$ cat src/rtl/patron_scroll_pkg.sv
// Shared types and constants for the patrons overlay scroll sequencer.
//   state_t      : sequencer states
//   *_DEF        : default widths for position, step and dwell counter
//   RAMP_PERIOD  : ticks between effective-step increments when the
//                  PATRON_SCROLL_RAMP_EN build option is defined
package patron_scroll_pkg;

    typedef enum logic [2:0] {
        IDLE       = 3'd0,
        START_HOLD = 3'd1,
        SCROLL     = 3'd2,
        END_HOLD   = 3'd3,
        DONE       = 3'd4
    } state_t;

    localparam int POS_W_DEF   = 12;
    localparam int STEP_W_DEF  = 4;
    localparam int HOLD_W_DEF  = 8;
    localparam int RAMP_PERIOD = 8;

endpackage

$ cat src/rtl/patron_scroll_ctrl_vsync_tick_sync.sv
// Brings the active-low VSync into clk_sys and produces a one-cycle
// registered pulse per falling edge.
//   clk_sys    : system clock
//   reset_n    : asynchronous active-low reset
//   vs_in      : VSync, active low, asynchronous to clk_sys
//   frame_tick : one-cycle pulse, 3 clk_sys edges after vs_in falls
module vsync_tick_sync (
    input  logic clk_sys,
    input  logic reset_n,
    input  logic vs_in,
    output logic frame_tick
);

    logic sync_1;
    logic sync_2;
    logic vs_hist;

    // All history flops reset to the inactive (high) level so that leaving
    // reset with VSync high cannot look like a falling edge.
    always_ff @(posedge clk_sys or negedge reset_n) begin
        if (!reset_n) begin
            sync_1     <= 1'b1;
            sync_2     <= 1'b1;
            vs_hist    <= 1'b1;
            frame_tick <= 1'b0;
        end else begin
            sync_1     <= vs_in;
            sync_2     <= sync_1;
            vs_hist    <= sync_2;
            frame_tick <= vs_hist & ~sync_2;
        end
    end

endmodule

$ cat src/rtl/patron_scroll_ctrl.sv
// Frame-rate scroll sequencer for the patrons overlay. Produces the offset
// the renderer adds to the patron text position, with start/end dwell,
// clamping at limit and optional looping.
//
// Build option: PATRON_SCROLL_RAMP_EN -- when defined, the per-frame step
// ramps from 1 up to step, rising by 1 every RAMP_PERIOD ticks.
//
// Ports:
//   clk_sys, reset_n : clock, asynchronous active-low reset
//   vs_in            : VSync (active low, asynchronous)
//   enable           : display request level
//   step             : pixels per frame
//   limit            : end position
//   hold_frames      : dwell length (hold_frames+1 ticks) at start and end
//   loop             : 1 = restart after end dwell, 0 = stop in DONE
//   dir              : 1 = negate the scroll output
//   scroll           : registered offset, one cycle behind pos
//   frame_tick       : one-cycle pulse per VSync falling edge
//   active, done     : registered from the next state
//
// state      | meaning
// -----------+-----------------------------------------------
// IDLE       | overlay off, pos = 0
// START_HOLD | dwell at pos 0 before scrolling
// SCROLL     | pos advances by the effective step each tick
// END_HOLD   | dwell at limit
// DONE       | parked at limit (loop = 0)
module patron_scroll_ctrl
    import patron_scroll_pkg::*;
#(
    parameter int POS_W  = POS_W_DEF,
    parameter int STEP_W = STEP_W_DEF,
    parameter int HOLD_W = HOLD_W_DEF
) (
    input  logic              clk_sys,
    input  logic              reset_n,
    input  logic              vs_in,
    input  logic              enable,
    input  logic [STEP_W-1:0] step,
    input  logic [POS_W-1:0]  limit,
    input  logic [HOLD_W-1:0] hold_frames,
    input  logic              loop,
    input  logic              dir,
    output logic [POS_W-1:0]  scroll,
    output logic              frame_tick,
    output logic              active,
    output logic              done
);

    state_t             state, state_nx;
    logic [POS_W-1:0]   pos, pos_nx;
    logic [HOLD_W-1:0]  hold_cnt, hold_nx;
    logic [STEP_W-1:0]  eff;
    logic [POS_W:0]     eff_ext;
    logic [POS_W:0]     sum;

    vsync_tick_sync u_tick (
        .clk_sys    (clk_sys),
        .reset_n    (reset_n),
        .vs_in      (vs_in),
        .frame_tick (frame_tick)
    );

`ifdef PATRON_SCROLL_RAMP_EN
    logic [2:0]        ramp_cnt, ramp_nx;
    logic [STEP_W-1:0] eff_step, eff_step_nx;

    // Clamp against the live step so a lowered step takes effect at once.
    assign eff = (eff_step < step) ? eff_step : step;
`else
    assign eff = step;
`endif

    assign eff_ext = {{(POS_W + 1 - STEP_W){1'b0}}, eff};
    // One extra bit so pos+step never wraps before the limit compare.
    assign sum     = {1'b0, pos} + eff_ext;

    always_comb begin
        state_nx = state;
        pos_nx   = pos;
        hold_nx  = hold_cnt;
`ifdef PATRON_SCROLL_RAMP_EN
        ramp_nx     = ramp_cnt;
        eff_step_nx = eff_step;
`endif
        if (!enable) begin
            state_nx = IDLE;
            pos_nx   = '0;
            hold_nx  = '0;
        end else begin
            case (state)
                IDLE: begin
                    state_nx = START_HOLD;
                    pos_nx   = '0;
                    hold_nx  = '0;
                end
                START_HOLD, END_HOLD: begin
                    if (frame_tick) begin
                        if (hold_cnt == hold_frames) begin
                            hold_nx = '0;
                            if (state == START_HOLD) begin
                                state_nx = SCROLL;
`ifdef PATRON_SCROLL_RAMP_EN
                                ramp_nx     = '0;
                                eff_step_nx = (step == '0) ? '0 : STEP_W'(1);
`endif
                            end else if (loop) begin
                                state_nx = START_HOLD;
                                pos_nx   = '0;
                            end else begin
                                state_nx = DONE;
                            end
                        end else begin
                            hold_nx = hold_cnt + 1'b1;
                        end
                    end
                end
                SCROLL: begin
                    if (frame_tick) begin
                        if (sum >= {1'b0, limit}) begin
                            pos_nx   = limit;
                            state_nx = END_HOLD;
                        end else begin
                            pos_nx = sum[POS_W-1:0];
                        end
`ifdef PATRON_SCROLL_RAMP_EN
                        ramp_nx = ramp_cnt + 1'b1;
                        if (ramp_cnt == 3'(RAMP_PERIOD - 1))
                            eff_step_nx = (eff_step < step) ? eff_step + 1'b1 : step;
`endif
                    end
                end
                DONE: begin
                    state_nx = DONE;
                end
                default: begin
                    state_nx = IDLE;
                    pos_nx   = '0;
                    hold_nx  = '0;
                end
            endcase
        end
    end

    always_ff @(posedge clk_sys or negedge reset_n) begin
        if (!reset_n) begin
            state    <= IDLE;
            pos      <= '0;
            hold_cnt <= '0;
            scroll   <= '0;
            active   <= 1'b0;
            done     <= 1'b0;
`ifdef PATRON_SCROLL_RAMP_EN
            ramp_cnt <= '0;
            eff_step <= '0;
`endif
        end else begin
            state    <= state_nx;
            pos      <= pos_nx;
            hold_cnt <= hold_nx;
            scroll   <= dir ? -pos : pos;
            active   <= (state_nx != IDLE);
            done     <= (state_nx == DONE);
`ifdef PATRON_SCROLL_RAMP_EN
            ramp_cnt <= ramp_nx;
            eff_step <= eff_step_nx;
`endif
        end
    end

endmodule

$ cat config.mk
export PLATFORM = sky130hd
export DESIGN_NAME = patron_scroll_ctrl
export DESIGN_NICKNAME = d
export VERILOG_FILES = /design/src/rtl/patron_scroll_pkg.sv /design/src/rtl/patron_scroll_ctrl_vsync_tick_sync.sv /design/src/rtl/patron_scroll_ctrl.sv
export SDC_FILE = /design/constraint.sdc
export NUM_CORES = 1
export LEC_CHECK = 0
export BUFFER_PORTS_ARGS = -buffer_cell sky130_fd_sc_hd__clkbuf_2
export CORE_MARGIN = 1
export CORE_UTILIZATION = 35
export CTS_CLUSTER_DIAMETER = 60
export CTS_CLUSTER_SIZE = 30
export DETAILED_ROUTE_END_ITERATION = 12
export GPL_TIMING_DRIVEN = 0
export PLACE_DENSITY = 0.53
export SLEW_MARGIN = 20
export SYNTH_ARGS = -nofsm -noshare
export SYNTH_HDL_FRONTEND = slang
export SYNTH_SLANG_ARGS = --single-unit
$ cat constraint.sdc
create_clock -name clk_sys -period 3.2 [get_ports clk_sys]
set_input_delay 0.64 -clock clk_sys [delete_from_list [all_inputs] [get_ports clk_sys]]
set_output_delay 0.64 -clock clk_sys [all_outputs]
set_load 0.01 [all_outputs]
After elaboration in Yosys (flattened, before gate mapping)
Index checks and enable logic that the tools add are counted.
Widths: inputs -> output; s select.
- word-level logic and storage cells: 56
- output and inout port bits: 15
- flip-flop bits (word level): 41
- input bits: 30
- add/subtract/negate cells: 3
- bitwise gates (word level): 2
- $lt $le $gt $ge: 1
- muxes and demuxes: 21
- equal/unequal tests: 13
- reductions and logical operators: 6
- operators by type and width (operator ; number):
    $mux 12 ; 8
    $pmux 12 s3 ; 1
    $mux 8 ; 3
    $mux 3 ; 7
    $pmux 8 s2 ; 1
    $add 12x4->13 ; 1
    $ge 13x12->1 ; 1
    $neg 12->12 ; 1
    $pmux 3 s4 ; 1
    $ne 3x3->1 const B ; 3
    $add 8x1->8 const B ; 1
    $eq 8x8->1 ; 1
    $eq 3x2->1 const B ; 2
    $eq 3x3->1 const B ; 2
    $ne 3x2->1 const B ; 2
    $reduce_and 6->1 ; 1
    $ne 2x2->1 const B ; 2
    $reduce_or 2->1 ; 2
    $eq 3x1->1 const B ; 1
    $logic_not 3->1 ; 1
    $reduce_bool 3->1 ; 1
    $reduce_and 2->1 ; 1
    $and 1x1->1 ; 1
    $not 1->1 ; 1

Logic depth before layout (Yosys ltp)
- depth after elaboration: 7
- mapped depth: 16

By module
From an unflattened synthesis, not the netlist that was laid out.
- cell total of the unflattened synthesis: 283
- area, all modules: 2616.3 µm²
- by module, submodules not included (module ; instances ; area each (µm²) ; cells each ; seq. area each (µm²)):
    patron_scroll_ctrl ; 1 ; 2498.6 ; 278 ; 925.9
    vsync_tick_sync ; 1 ; 117.6 ; 5 ; 103.8

Worst setup path after synthesis
OpenSTA, ideal clock, no wires.
- path kind: input port to flip-flop
- from: input port step[0]
- to: register pos[10]
- setup time: 0.138 ns
- path slack: -0.098 ns
- data arrival time: 3.160 ns
- stages on the path: 16
- cell sequence: ha_1 > inv_1 > fa_1 > nand2b_1 > a21oi_4 > nand2_1 > xnor2_1 > ha_1 > nand3_1 > nor2_1 > nand3_1 > o211a_1 > buf_6 > buf_12 > a22oi_2 > o311ai_2
- cells in the longest elaborated chain, start to end: 6
- RTL lines (what ; RTL line ; text):
    from (decl) ; patron_scroll_ctrl.sv:39 ; input logic [STEP_W-1:0] step,
    $add 12x4->13 * ; patron_scroll_ctrl.sv:76 ; assign sum = {1'b0, pos} + eff_ext;
    $ge 13x12->1 ; patron_scroll_ctrl.sv:120 ; if (sum >= {1'b0, limit}) begin
    $mux 12 * ; patron_scroll_ctrl.sv:120 ;
    $mux 12 * ; patron_scroll_ctrl.sv:119 ; if (frame_tick) begin
    $pmux 12 s3 * ; patron_scroll_ctrl.sv:91 ; case (state)
    $mux 12 * ; patron_scroll_ctrl.sv:86 ; if (!enable) begin
    to (signal assigned) ; patron_scroll_ctrl.sv:159 ; pos <= pos_nx;
    to (decl) ; patron_scroll_ctrl.sv:51 ; logic [POS_W-1:0] pos, pos_nx;
Mark *: on every way between the ends. The rest lies on a longest branch, timed or not. The select of a mux whose other input is x is not followed.
A chain may end at the register's enable or synchronous reset.

Final worst setup path
- from: input port step[0]
- to: register pos[4]
Same word-level chain as after synthesis.

==> reports/metrics.yaml <==
status: "finished clean"
yosysMostFrequentCell: "dfrtp_1"
fin_skew_ns: 0.00933
gp_congestion: 0.764
path_buf_inv: 4
grt_first_pass_wirelength_um: 10700
hpwl_um: 4380
ys.flop_type: "dfrtp_1"
finalHoldViolCount: 0
setup_viol: 0
cts_buffers: 5
rsz0062_at_grt: "yes"
ctsRootBufferMaster: "clkbuf_8"
path_depth: 17
num_vias: 2212
drt_first_iter_violations: 55
crit_path_max_incr_delay_ns: 0.34
cts_buffer_depth: 2
reg2regPathDepth: 16
avgRoutedWirePerCell_um: 13.6
crit_arrival_ns: 3.28
fin_crit_sh_pct: 98.0
synth_xor_area_share_pct: 10.1
path_clk_slew_ns: 0.08
synth_warnings: 0
ys_seq_area_share_pct: 37.5
synth_area_leaders: "dfrtp_1, xnor2_1, ha_1"
routed_wl_um: 6120
syn_area_sq_um: 2750
nFillCells: 728
regArea_sq_um: 1030
synth_fp_nets: 337
critPathTopFamily: "compound AO/OA/AOI/OAI gates"
cp-end-kind: "flip-flop"
start_util_pct: 37.1
crit_fanout: 6
antenna_cells: 0
final_nets: 398
layout-drive-gt1-share_pct: 30.6
synth_compound_area_share_pct: 17.8
synth_cells: 288
synthArstFlopShare_pct: 100
min_period_ns: 3.14
area_growth_pct: 23.9
holdWs_ns: 0.359
synth-seq-cells: 41
synth_simple_gate_area_share_pct: 17.4
grt_max_degree: 42
crit_chain: "buf_6 > ha_4 > inv_2 > fa_2 > nand2b_4 > a21oi_4 > nand2_2 > xnor2_2 > ha_1 > a21oi_2 > o211ai_1 > a21oi_1 > o211a_1 > buf_6 > buf_12 > mux2i_1 > o22ai_1"
cp.required_ns: 3.35
critPathKind: "input pin to flip-flop"
core_area_sq_um: 7410
synth.distinct_cells: 50
synth.area.mux_share_pct: 1.09
drt.antenna.violating_nets: 0
drc: 0
post-synth-top-area-fraction_pct: 34.6
grt_pass1_vias: 2288
cpMaxStageDelayCell: "fa_2"
min_path_cells: 0
multi_input_area_sq_um: 1610
postSynthAreaPerCell_sq_um: 9.54
rows: 31
die_h_um: 90.6
synth_edf_count: 0
clk_latency_ns: 0.29
fin_tns_setup_ns: 0
r2r_slack_ns: 0.07
vias_per_cell: 4.93
drv_slew: 0
power_density_nw_per_um2: 315
slew_headroom_pct: 38.7
startpoint_type: "input pin"
holdBufCountCts: 0
cap_viol_max_count: 0
num_io_pins: 45
port_buffers: 44
die_area_sq_um: 8200
synth_top_cell_by_area: "dfrtp_1"
max_freq_ghz: 0.319
leakage_nw: 1.63
holdCritPathClass: "flip-flop to flip-flop"
antenna_found_initial: 0
dr.pass1.iters: 4
synth_commonest_cells: "dfrtp_1, xnor2_1, nand2_1"
cts_tree: "built"
grt-ovfl-total: 0
htree_levels: 2
ir_worst_vdd_uv: 139
worstMarginPinSlew_ns: 0.919
cpMostUsedCell: "buf_6"
die_w_um: 90.6
synth_adder_area_share_pct: 8.93
synth_top_family_by_area: "compound AO/OA/AOI/OAI gates"
numClockSinks: 41
grt.total_usage_pct: 16.4
-- stage by stage --
| stage | cell area [sq um] | instances | setup WS (ns) | total power (W) | util [%] |
|---|---|---|---|---|---|
| 5_1_grt | 3400 | 449 | -0.125 | 0.00113 | 45.9 |
| 4_1_cts | 3340 | 446 | 0.00458 | 0.00108 | 45.0 |
| 3_5_place_dp | 3140 | 431 | -0.438 | 0.000643 | 42.4 |
| 6_report | 3400 | 449 | 0.0649 | 0.00107 | 45.9 |
| 3_3_place_gp | 3140 | 431 | -0.418 | 0.000642 | 42.4 |
| 2_1_floorplan | 2790 | 288 | 0.000598 | 0.000596 | - |
-- power by group --
part / switching (W) / internal (W) / total [W] / leakage (nW)
Sequential: 0.00000643 / 0.000525 / 0.000531 / 0.554
Combinational: 0.0000602 / 0.0000436 / 0.000104 / 1.02
Clock: 0.000183 / 0.000255 / 0.000438 / 0.0585
Total: 0.000250 / 0.000823 / 0.00107 / 1.63
-- registers in the layout, summed over array words and instances, names as in the netlist --
| name | flops |
|---|---|
| active | 1 |
| done | 1 |
| hold_cnt | 8 |
| pos | 12 |
| scroll | 12 |
| state | 3 |
| u_tick.frame_tick | 1 |
| u_tick.sync_1 | 1 |
| u_tick.sync_2 | 1 |
| u_tick.vs_hist | 1 |
-- worst paths after layout --
kind | startpoint | endpoint
max in group asynchronous | reset_n | pos[0]
min in group asynchronous | reset_n | state[1]
hold / removal | u_tick.sync_1 | u_tick.sync_2
setup reg to reg | pos[0] | pos[4]
setup / recovery | step[0] | pos[4]
hold reg to reg | u_tick.sync_1 | u_tick.sync_2
-- cell type report --
cell class | count | share of cell area, %
timing repair buffer | 54 | 9.49
multi-input combinational | 209 | 47.4
clock inverter | 1 | 0.882
tap | 99 | 3.64
sequential | 41 | 30.3
inverter | 22 | 2.43
clock buffer | 7 | 2.54
buffer | 16 | 3.38
-- placed cells by master, fill, tap and decap left out, types with 5 or more instances in the layout --
cell type	synthesis	routed
dfrtp_1	38	37
clkbuf_8	0	6
nor3_1	6	6
inv_1	22	21
clkbuf_1	5	6
clkbuf_2	1	43
o21ai_0	19	18
ha_1	18	16
o311ai_2	5	5
nand4_1	6	6
and3_1	6	6
o31ai_1	7	7
nand2b_1	7	6
buf_4	2	11
a21oi_1	6	5
xnor2_1	28	26
nor2_1	14	13
nand2_1	26	24
nand3_1	16	14
buf_6	3	5
-- metal layers --
layer,global-route usage (%),share of wire [%],vias up
met5,0,0,-
met4,4.97,0.36,0
met3,3.70,4.0,4
met2,26.4,47,47
met1,21.9,48,1026
li1,-,-,1135
-- cell families (layout without fill, tap and decap cells) --
group                      count (synthesis)  count (layout)
and+or+nand+nor                           94              94
AOI/OAI and AO/OA                         63              63
muxes                                      3               3
buffers and inverters                     38             100
xor gates and xnor gates                  30              30
adders and majority gates                 19              19
DFF                                       41              41
-- what timing repair did --
action | CTS | global route
endpoints found under the setup margin | 13 | 13
buffers inserted | 7 | 2
resized for setup | 7 | 7
pin swaps | 3 | 10
cloned | 0 | 1
Power figures use the tool's default switching activity.
